**src/rtl/commit_trace_pkg.sv**
```systemverilog
// Shared constants, FSM state type and record byte selection for the
// commit trace serialiser.
package commit_trace_pkg;

  localparam logic [7:0] TRACE_HDR     = 8'hA5;
  localparam int         REC_W         = 69;
  localparam logic [3:0] BYTES_PER_REC = 4'd10;

  typedef enum logic [1:0] {
    IDLE,
    LOAD,
    SEND
  } state_t;

  // Record layout is {pc[68:37], rd[36:32], data[31:0]}; byte 0 is the header.
  function automatic logic [7:0] rec_byte(input logic [REC_W-1:0] rec,
                                          input logic [3:0]       idx);
    logic [7:0] b;
    case (idx)
      4'd0:    b = TRACE_HDR;
      4'd1:    b = rec[68:61];
      4'd2:    b = rec[60:53];
      4'd3:    b = rec[52:45];
      4'd4:    b = rec[44:37];
      4'd5:    b = {3'b000, rec[36:32]};
      4'd6:    b = rec[31:24];
      4'd7:    b = rec[23:16];
      4'd8:    b = rec[15:8];
      4'd9:    b = rec[7:0];
      default: b = TRACE_HDR;
    endcase
    return b;
  endfunction

endpackage

```
**src/rtl/uart_tx_byte.sv**
```systemverilog
// 8N1 byte transmitter, LSB first; done pulses in the last cycle of the stop
// bit so a back-to-back start continues with no idle gap.
module uart_tx_byte #(
  parameter int CLKS_PER_BIT = 868
) (
  input  logic       clk,
  input  logic       rst,
  input  logic       start,
  input  logic [7:0] data,
  output logic       tx,
  output logic       done
);

  localparam int CW = $clog2(CLKS_PER_BIT);
  localparam logic [CW-1:0] BAUD_RELOAD = CW'(CLKS_PER_BIT - 1);

  logic [CW-1:0] baud_reg;
  logic [3:0]    bit_reg;   // 0 = start, 1..8 = data, 9 = stop
  logic [7:0]    shift_reg;
  logic          active_reg;
  logic          tx_reg;
  logic          bit_end;

  assign bit_end = active_reg && (baud_reg == '0);
  assign done    = bit_end && (bit_reg == 4'd9);
  assign tx      = tx_reg;

  always_ff @(posedge clk) begin
    if (rst) begin
      active_reg <= 1'b0;
      tx_reg     <= 1'b1;
      baud_reg   <= '0;
      bit_reg    <= '0;
      shift_reg  <= '0;
    end else if (start && (!active_reg || done)) begin
      active_reg <= 1'b1;
      tx_reg     <= 1'b0;
      baud_reg   <= BAUD_RELOAD;
      bit_reg    <= '0;
      shift_reg  <= data;
    end else if (bit_end) begin
      if (bit_reg == 4'd9) begin
        active_reg <= 1'b0;
        tx_reg     <= 1'b1;
      end else begin
        bit_reg   <= bit_reg + 4'd1;
        baud_reg  <= BAUD_RELOAD;
        tx_reg    <= (bit_reg == 4'd8) ? 1'b1 : shift_reg[0];
        shift_reg <= shift_reg >> 1;
      end
    end else if (active_reg) begin
      baud_reg <= baud_reg - 1'b1;
    end
  end

endmodule

```
**src/rtl/commit_trace_tx.sv**
```systemverilog
// Captures retired register writes into a small FIFO and streams each one
// out over UART as a 10-byte frame.
module commit_trace_tx
  import commit_trace_pkg::*;
#(
  parameter int CLKS_PER_BIT = 868,
  parameter int DEPTH        = 8,
  parameter bit FILTER_X0    = 1'b1
) (
  input  logic        clk,
  input  logic        rst,
  input  logic        wb_valid,
  input  logic        wb_reg_write,
  input  logic [4:0]  wb_rd,
  input  logic [31:0] wb_pc,
  input  logic [31:0] wb_data,
  output logic        tx,
  output logic        busy,
  output logic        overflow,
  output logic [7:0]  drop_count
);

  localparam int AW = $clog2(DEPTH);

  logic [REC_W-1:0] mem [DEPTH];
  logic [AW:0]      wr_ptr_reg, rd_ptr_reg;
  logic [REC_W-1:0] hold_reg;
  logic [3:0]       idx_reg, idx_next;
  state_t           state_reg, state_next;
  logic             overflow_reg;
  logic [7:0]       drop_reg;

  logic       empty, full, capture, push, pop, drop;
  logic       tx_start, tx_done;
  logic [7:0] tx_data;

  assign capture = wb_valid & wb_reg_write & ~(FILTER_X0 & (wb_rd == 5'd0));
  assign empty   = (wr_ptr_reg == rd_ptr_reg);
  assign full    = (wr_ptr_reg[AW] != rd_ptr_reg[AW]) &&
                   (wr_ptr_reg[AW-1:0] == rd_ptr_reg[AW-1:0]);
  assign pop     = (state_reg == LOAD);
  // A pop on the same edge frees a slot, so a push into a full FIFO survives.
  assign push    = capture && (!full || pop);
  assign drop    = capture && full && !pop;

  assign busy       = (state_reg != IDLE) || !empty;
  assign overflow   = overflow_reg;
  assign drop_count = drop_reg;

  always_ff @(posedge clk) begin
    if (push) begin
      mem[wr_ptr_reg[AW-1:0]] <= {wb_pc, wb_rd, wb_data};
    end
  end

  always_ff @(posedge clk) begin
    if (rst) begin
      wr_ptr_reg   <= '0;
      rd_ptr_reg   <= '0;
      state_reg    <= IDLE;
      idx_reg      <= '0;
      hold_reg     <= '0;
      overflow_reg <= 1'b0;
      drop_reg     <= '0;
    end else begin
      state_reg <= state_next;
      idx_reg   <= idx_next;
      if (push) wr_ptr_reg <= wr_ptr_reg + 1'b1;
      if (pop) begin
        hold_reg   <= mem[rd_ptr_reg[AW-1:0]];
        rd_ptr_reg <= rd_ptr_reg + 1'b1;
      end
      if (drop) begin
        overflow_reg <= 1'b1;
        if (drop_reg != 8'hFF) drop_reg <= drop_reg + 8'd1;
      end
    end
  end

  // The header is constant, so LOAD starts it while the record is still
  // being moved into hold_reg.
  always_comb begin
    state_next = state_reg;
    idx_next   = idx_reg;
    tx_start   = 1'b0;
    tx_data    = TRACE_HDR;
    case (state_reg)
      IDLE: begin
        if (!empty) state_next = LOAD;
      end
      LOAD: begin
        state_next = SEND;
        idx_next   = '0;
        tx_start   = 1'b1;
      end
      SEND: begin
        if (tx_done) begin
          if (idx_reg < BYTES_PER_REC - 4'd1) begin
            idx_next = idx_reg + 4'd1;
            tx_start = 1'b1;
            tx_data  = rec_byte(hold_reg, idx_reg + 4'd1);
          end else begin
            state_next = IDLE;
          end
        end
      end
      default: state_next = IDLE;
    endcase
  end

  uart_tx_byte #(
    .CLKS_PER_BIT(CLKS_PER_BIT)
  ) u_byte (
    .clk  (clk),
    .rst  (rst),
    .start(tx_start),
    .data (tx_data),
    .tx   (tx),
    .done (tx_done)
  );

endmodule

```
**config.mk**
```make
export PLATFORM = sky130hd
export DESIGN_NAME = commit_trace_tx
export DESIGN_NICKNAME = d
export VERILOG_FILES = /design/src/rtl/commit_trace_pkg.sv /design/src/rtl/uart_tx_byte.sv /design/src/rtl/commit_trace_tx.sv
export SDC_FILE = /design/constraint.sdc
export NUM_CORES = 1
export LEC_CHECK = 0
export CAP_MARGIN = 20
export CELL_PAD_IN_SITES_DETAIL_PLACEMENT = 2
export CELL_PAD_IN_SITES_GLOBAL_PLACEMENT = 2
export CORE_AREA = 3 3 231 233
export DETAILED_ROUTE_END_ITERATION = 8
export DIE_AREA = 0 0 234 236
export GPL_ROUTABILITY_DRIVEN = 1
export PLACE_DENSITY = 0.87
export SLEW_MARGIN = 30
export SYNTH_ARGS = -nofsm -noshare
export SYNTH_HDL_FRONTEND = slang
export SYNTH_SLANG_ARGS = --single-unit
```
**constraint.sdc**
```tcl
create_clock -name clk -period 16.2 [get_ports clk]
set_input_delay 4.05 -clock clk [delete_from_list [all_inputs] [get_ports clk]]
set_output_delay 4.05 -clock clk [all_outputs]
set_load 0.01 [all_outputs]
```
# Yosys cells after proc, flatten, opt, wreduce, memory -nomap -nowiden
# Memory sizes are Yosys's and may differ from the RTL's. A register that Yosys moved wholly into a read port is not among the register bits.
# Index checks and enable logic that the tools add are counted.
[word_totals]
regBits = 47
ram_bits = 552
inputBits = 73
wordCells = 110
mem_count = 1
[memory_table]
columns = ["memory", "depth", "width", "read_ports", "rd_ports_with_merged_regs", "write_ports", "line_no", "text"]
rows = [
  ["mem", 8, 69, 1, 1, 1, "commit_trace_tx.sv:25", "logic [REC_W-1:0] mem [DEPTH];"],
]
[op_classes]
addsub = 6
order_cmp = 1
eq_ne = 24
n_mux = 30
n_bitwise = 4
n_reduce_logical = 32
[op_table]
columns = ["cell", "n"]
rows = [
  ["$pmux 8 s9", 1],
  ["$mux 8", 6],
  ["$mux 10", 4],
  ["$add 4x1->4 const B", 4],
  ["$eq 4x3->1 const B", 4],
  ["$eq 4x4->1 const B", 4],
  ["$reduce_and 2->1", 6],
  ["$mux 1", 11],
  ["$logic_not 10->1", 1],
  ["$ne 2x2->1 const B", 5],
  ["$reduce_bool 2->1", 5],
  ["$sub 10x1->10 const B", 1],
  ["$add 8x1->8 const B", 1],
  ["$eq 4x2->1 const B", 2],
  ["$mux 4", 2],
  ["$ne 8x8->1 const B", 1],
  ["$pmux 4 s2", 1],
  ["$logic_and 1x1->1", 7],
  ["$mux 2", 3],
  ["$pmux 2 s3", 1],
  ["$reduce_and 3->1", 2],
  ["$logic_not 5->1", 1],
  ["$eq 4x1->1 const B", 1],
  ["$eq 4x4->1", 1],
  ["other kinds (15)", 22],
]

# Logic depth before layout (Yosys ltp)
# Gate-level depths: netlist of the first run.
[logic_depth]
word_depth = 8
ltp_mapped = 10
ltp_nobuf = 8

# Cells and area by module
# Synthesis of the first run repeated with hierarchy kept, for this count alone.
[unflattened]
hier_cells = 1453
area_unflattened_um2 = 26354.0
[by_module_without_submodules]
columns = ["mod", "n_inst", "cells_per_inst", "area_per_inst_um2", "seq_area_each_um2"]
rows = [
  ["commit_trace_tx", 1, 1299, 25005.2, 18417.7],
  ["uart_tx_byte", 1, 154, 1348.8, 480.5],
]

# Worst setup path before layout of the first run
# Ideal clock, no wire load.
[synth_timing]
kind = "input port to flip-flop"
from = "input port wb_rd[1]"
to = "memory mem[4][0] (enable)"
arrival_time_ns = 10.044
required_time_ns = 15.605
slack_ns = 5.561
cell_stages = 5
cell_sequence = "or3_1 > o311a_1 > a21boi_0 > nand2b_1 > nor3b_1"
[synth_via]
elab_chain_len = 6
[synth_rtl]
columns = ["item", "line_no", "text"]
rows = [
  ["start: declaration", "commit_trace_tx.sv:14", "input logic [4:0] wb_rd,"],
  ["$logic_not 5->1", "commit_trace_tx.sv:37", "assign capture = wb_valid & wb_reg_write & ~(FILTER_X0 & (wb_rd == 5'd0));"],
  ["$not 1->1", "commit_trace_tx.sv:37", ""],
  ["$and 1x1->1", "commit_trace_tx.sv:37", ""],
  ["$logic_and 1x1->1", "commit_trace_tx.sv:43", "assign push = capture && (!full || pop);"],
  ["$mux 1", "commit_trace_tx.sv:51", "if (push) begin"],
  ["$mux 1 (implied by the code)", "commit_trace_tx.sv:52", "mem[wr_ptr_reg[AW-1:0]] <= {wb_pc, wb_rd, wb_data};"],
  ["end: declaration", "commit_trace_tx.sv:25", ""],
]
# Every way passes these cells.

# Worst setup path after layout of the first run
[layout_timing]
from = "input port wb_rd[0]"
to = "memory mem[6][62] (enable)"
# Same word-level chain as after synthesis.

==> results.sh, run 1 <==
export IMPL_fin_util=0.581
export IMPL_critical_path_slowest_cell="buf_4"
export IMPL_gp_congestion=0.834
export IMPL_yosysUniqueCellTypes=64
export IMPL_largest_reg_flops=552
export IMPL_syn_inst=1445
export IMPL_synth_warning_count=0
export IMPL_numCtsBuffers=70
export IMPL_pin_count=84
export IMPL_timing_fmax_mhz=124
export IMPL_fin_ws_ns=8.17
export IMPL_hold_class="reg2reg"
export IMPL_placed_area_um2=27700
export IMPL_ant_nets=0
export IMPL_fin_nets=1626
export IMPL_final_cells=2274
export IMPL_grt_remaining_overflow=0
export IMPL_drv_cap=0
export IMPL_crit_path_start_kind="primary input"
export IMPL_rsz0062_at_grt="no"
export IMPL_syn_avg_cell_area_um2=18.1
export IMPL_yosysTopAreaCell="edfxtp_1"
export IMPL_fin_crit_ns=8.03
export IMPL_die_w_um=234
export IMPL_dpl_hpwl_um=47000
export IMPL_status="finished clean"
export IMPL_fin_setup_tns_ns=0
export IMPL_numPortBuffers=83
export IMPL_tightest_slew_ns=0.989
export IMPL_num_vias=15068
export IMPL_ys_top_cells_by_area="edfxtp_1, mux4_2, dfxtp_1, mux2i_1, a211oi_1"
export IMPL_cts_sinks=668
export IMPL_p_per_area_nw_per_um2=150
export IMPL_cts_max_level=3
export IMPL_whs_ns=0.507
export IMPL_num_rows=83
export IMPL_final_area_um2=29900
export IMPL_total_power_mw=4.49
export IMPL_drt_pass1_iterations=6
export IMPL_wire_per_inst_um=37.5
export IMPL_slew_violations=0
export IMPL_die_h_um=236
export IMPL_top_layer="met4"
export IMPL_netlist_area_um2=26100
export IMPL_synthArstFlopShare=0
export IMPL_worstPathArrival_ns=8.27
export IMPL_ys_ff_latch=668
export IMPL_vdd_drop_max_uv=116
export IMPL_fin_crit_sh=0.496
export IMPL_grt_start_max_net_pins=94
export IMPL_core_um2=51400
export IMPL_synth_edf_count=552
export IMPL_synth_top_area_frac=0.635
export IMPL_clockBufferDepth=3
export IMPL_cts_clk_slew_worst_paths_ns=0.06
export IMPL_cp_end_kind="flop"
export IMPL_die_area_um2=55200
export IMPL_grt_use_total=0.313
export IMPL_max_stage_delay_ns=0.82
export IMPL_drive_above_1_share=0.176
export IMPL_crit_type="in2reg"
export IMPL_crit_required_ns=16.43
export IMPL_cts_tree="done"
export IMPL_drt_iter0_drc=2086
export IMPL_ctsHoldBuffers=0
export IMPL_root_buffer="clkbuf_16"
export IMPL_antenna_found_initial=1
export IMPL_grt_pass1_wl_um=124000
export IMPL_nFillCells=4208
export IMPL_relSlewSlack=0.341
export IMPL_finalSetupViolCount=0
export IMPL_first_global_vias=16284
export IMPL_ys_seq_area_frac=0.723
export IMPL_wl_met3_um=5670
export IMPL_syn_nets=1535
export IMPL_pre_cts_ws_ns=7.60
export IMPL_path_max_fanout=49
export IMPL_initial_core_util=0.508
export IMPL_route_detailed_drc=0
export IMPL_ys_flop_type="edfxtp_1"
export IMPL_yosys_top_cells_count="edfxtp_1, mux4_2, dfxtp_1"
export IMPL_dp_cells=2144
export IMPL_crit_chain="clkdlybuf4s50_1, or3_1, o311a_1, a21boi_1, nand2b_1, nor2_4, buf_4"
export IMPL_cts_resized=0
export IMPL_wl_um=85200
export IMPL_fin_skew_ns=0.0302
export IMPL_n_antenna_cell=0
export IMPL_m1WireLength_um=32200
export IMPL_clkLatencyLatePin_ns=0.64
export IMPL_cts_setup_buffers=0
export IMPL_hold_violations=0
export IMPL_p_leak_nw=9.23
export IMPL_via_per_inst=6.63
export IMPL_syn2layout_area_growth_pct=14.3
export IMPL_met2_wirelength_um=43800
export IMPL_synth_most_common_cell="edfxtp_1"
==> worst paths after layout <==
kind	to	slack, ns	cells past startpoint	start
worst max register to register	mem[6][62]	11.64	6	rd_ptr_reg[2]
worst min register to register	state_reg[1]	0.51	2	state_reg[1]
worst min-delay path	state_reg[1]	0.51	2	state_reg[1]
worst max-delay path	mem[6][62]	8.17	7	wb_rd[0]
==> logic make-up (layout without fill, tap and decap cells) <==
family                   Yosys count  after routing  share of synthesized area
flip-flops                       668            668                      0.723
multiplexers                     215            215                      0.148
XOR/XNOR                          20             20                    0.00671
adder cells (fa/ha/maj)           17             17                    0.00814
AND/OR/NAND/NOR                  230            230                     0.0427
AO/OA/AOI/OAI                    188            188                     0.0537
buffers and inverters            107            256                     0.0169
==> layer usage <==
metal,track usage,vias up
met3,0.0587,224
li1,-,6014
met2,0.528,786
met5,0,-
met1,0.403,8044
met4,0.118,0
==> layout by cell type, fill, tap and decap left out, types with 3 or more instances in the layout <==
cell type	n
nor3_2	4
nand2b_1	6
a222oi_1	6
buf_6	6
and2_1	3
a21o_1	3
clkinv_1	10
nand3_1	16
dfxtp_4	3
xor2_1	8
nor3_1	12
clkbuf_1	31
inv_6	3
ha_1	14
buf_4	16
a221oi_1	3
xnor2_1	12
dfxtp_1	112
clkbuf_16	71
a211oi_1	71
a22o_1	4
mux4_2	138
nand2_1	47
nor2_1	105
inv_1	21
mux2i_1	77
nor3b_2	4
or3_1	5
a21oi_1	19
a32oi_1	4
clkdlybuf4s50_1	82
nand4_1	6
a22oi_1	19
o21ai_0	18
clkinv_2	7
edfxtp_1	552
and3b_1	3
o211ai_1	6
a31oi_1	8
==> worst max-delay path: cells and delay by family <==
family | cells | cell delay [ns]
and+or+nand+nor | 3 | 1.38
buffers and inverters | 2 | 1.52
AOI/OAI and AO/OA | 2 | 1.18
==> area by class of cell <==
| cell class | count | area, µm² | area share |
|---|---|---|---|
| sequential | 668 | 18900 | 0.633 |
| timing repair buffer | 105 | 1040 | 0.0347 |
| clock inverter | 26 | 233 | 0.00779 |
| inverter | 21 | 78.8 | 0.00264 |
| multi-input combinational | 670 | 6840 | 0.229 |
| tap | 680 | 851 | 0.0285 |
| clock buffer | 104 | 1920 | 0.0643 |
==> power by group <==
group	total, mW	switching (mW)	internal [mW]
Sequential	2.06	0.114	1.95
Combinational	0.837	0.482	0.355
Clock	1.59	0.728	0.864
(Power assumes the default switching activity.)
==> run 2: changes to the inputs <==
- CORE_AREA: 3 3 231 233 -> 3 3 254 256
- DIE_AREA: 0 0 234 236 -> 0 0 257 259
- PLACE_DENSITY: 0.87 -> 0.77
- clock period: 16.2 -> 7.3 ns (I/O delays scaled with it)
==> run 2 against run 1 <==
Against the previous run: core utilization is 9.8 points lower; clock skew down 0.0076 ns; clock power up 130%; via count fell by 6.4%; first-iteration DRC count down 44%; global-route usage down 9.6 points; register-to-register slack worse by 8.3 ns; flip-flop and latch count did not move; largest power group unchanged; highest routed layer unchanged.
==> results.sh, run 2 (same netlist as run 1, synthesis figures left out) <==
export IMPL_wire_per_inst_um=29.1
export IMPL_first_global_vias=15759
export IMPL_fin_skew_ns=0.0226
export IMPL_vdd_drop_max_uv=206
export IMPL_root_buffer="clkbuf_16"
export IMPL_numCtsBuffers=72
export IMPL_final_area_um2=30300
export IMPL_nFillCells=5570
export IMPL_fin_setup_tns_ns=0
export IMPL_cts_resized=0
export IMPL_drt_pass1_iterations=6
export IMPL_grt_pass1_wl_um=107000
export IMPL_syn2layout_area_growth_pct=15.9
export IMPL_drt_iter0_drc=1167
export IMPL_worstPathArrival_ns=5.33
export IMPL_hold_class="reg2reg"
export IMPL_dp_cells=2316
export IMPL_n_antenna_cell=0
export IMPL_pre_cts_ws_ns=1.61
export IMPL_crit_buf_inv=2
export IMPL_crit_required_ns=7.53
export IMPL_slew_violations=0
export IMPL_power_frac_comb=0.176
export IMPL_drive_above_1_share=0.189
export IMPL_largest_reg_flops=552
export IMPL_critical_path_top_delay_family="buffers and inverters"
export IMPL_die_h_um=259
export IMPL_internal_power_mw=7.15
export IMPL_die_area_um2=66600
export IMPL_status="finished clean"
export IMPL_seqPwrFrac=0.461
export IMPL_path_max_fanout=44
export IMPL_netSwitchingPower_mw=2.70
export IMPL_fin_nets=1634
export IMPL_p_per_area_nw_per_um2=325
export IMPL_cts_tree="done"
export IMPL_fin_crit_ns=5.10
export IMPL_max_stage_delay_ns=0.74
export IMPL_final_cells=2446
export IMPL_grt_remaining_overflow=0
export IMPL_worstRegToRegCells=7
export IMPL_final_common_cell="edfxtp_1"
export IMPL_min_path_cells=2
export IMPL_antenna_found_initial=0
export IMPL_multi_input_area_um2=6870
export IMPL_die_w_um=257
export IMPL_seq_area_um2=18900
export IMPL_ant_nets=0
export IMPL_p_leak_nw=9.35
export IMPL_power_switching_share=0.274
export IMPL_dpl_hpwl_um=43800
export IMPL_cts_clk_slew_worst_paths_ns=0.06
export IMPL_fin_util=0.483
export IMPL_hold_violations=0
export IMPL_total_power_mw=9.85
export IMPL_num_vias=14109
export IMPL_critical_path_slowest_cell="buf_4"
export IMPL_crit_chain="clkdlybuf4s50_1, or3_1, o311a_1, a21boi_0, nand2b_1, nor3b_4, buf_4"
export IMPL_power_share_clock=0.363
export IMPL_cp_end_kind="flop"
export IMPL_final_cell_mix="edfxtp_1, mux4_2, dfxtp_1, nor2_1, clkdlybuf4s50_1"
export IMPL_cts_setup_buffers=0
export IMPL_cp_depth=7
export IMPL_fin_crit_sh=0.699
export IMPL_finalSetupViolCount=0
export IMPL_via_per_inst=5.77
export IMPL_clkLatencyLatePin_ns=0.62
export IMPL_numPortBuffers=83
export IMPL_wl_um=71100
export IMPL_placed_area_um2=28000
export IMPL_cts_max_level=3
export IMPL_pin_count=84
export IMPL_grt_use_total=0.217
export IMPL_crit_path_start_kind="primary input"
export IMPL_gp_congestion=0.780
export IMPL_drv_cap=0
export IMPL_tightest_slew_ns=0.977
export IMPL_rsz0062_at_grt="no"
export IMPL_whs_ns=0.496
export IMPL_relSlewSlack=0.348
export IMPL_core_um2=62700
export IMPL_fin_ws_ns=2.20
export IMPL_cts_sinks=668
export IMPL_ctsHoldBuffers=0
export IMPL_initial_core_util=0.416
export IMPL_crit_type="in2reg"
export IMPL_num_rows=92
export IMPL_grt_start_max_net_pins=100
export IMPL_timing_fmax_mhz=196
export IMPL_route_detailed_drc=0
export IMPL_clockBufferDepth=3
==> run 2: cell types whose count changed in the layout (fill, tap and decap cells not counted), moves of 3 or more <==
cell	change
buf_4	+10
buf_6	-4
clkbuf_1	-15
clkbuf_16	+4
clkinv_2	+4
clkinvlp_4	+3
==> run 2: layout make-up <==
class / count / area share
clock inverter: 35 / 0.0104
timing repair buffer: 111 / 0.0352
inverter: 21 / 0.00260
sequential: 668 / 0.624
tap: 846 / 0.0350
clock buffer: 95 / 0.0658
multi-input combinational: 670 / 0.227
==> run 2: path summary, 6_finish.rpt <==
check                    start      endpoint  slack [ns]
hold reg to reg   hold_reg[49]  hold_reg[49]        0.50
setup reg to reg  state_reg[1]     mem[4][6]        3.31
hold / removal    hold_reg[49]  hold_reg[49]        0.50
setup / recovery      wb_rd[1]     mem[4][6]        2.20
==> run 2: power by group through the flow <==
stage | clock network, mW | registers [mW] | logic, mW
global route | 3.81 | 4.56 | 1.88
floorplan | 0 | 4.49 | 1.28
global placement | 0 | 4.60 | 1.63
CTS | 3.65 | 4.54 | 1.75
finish | 3.58 | 4.54 | 1.73
detailed placement | 0 | 4.62 | 1.73
==> run 2: metal layers <==
metal	part of all wire	GRT usage	wire [µm]
met3	0.042	0.0364	2980
met2	0.52	0.387	37200
met5	0	0	0
met1	0.41	0.270	28900
met4	0.027	0.0685	1940
==> run 2: tightest hold or removal path, stage by stage (launching register included) <==
cell      delay (ns)
dfxtp_1         0.31
nor2_1          0.08
a211oi_1        0.05
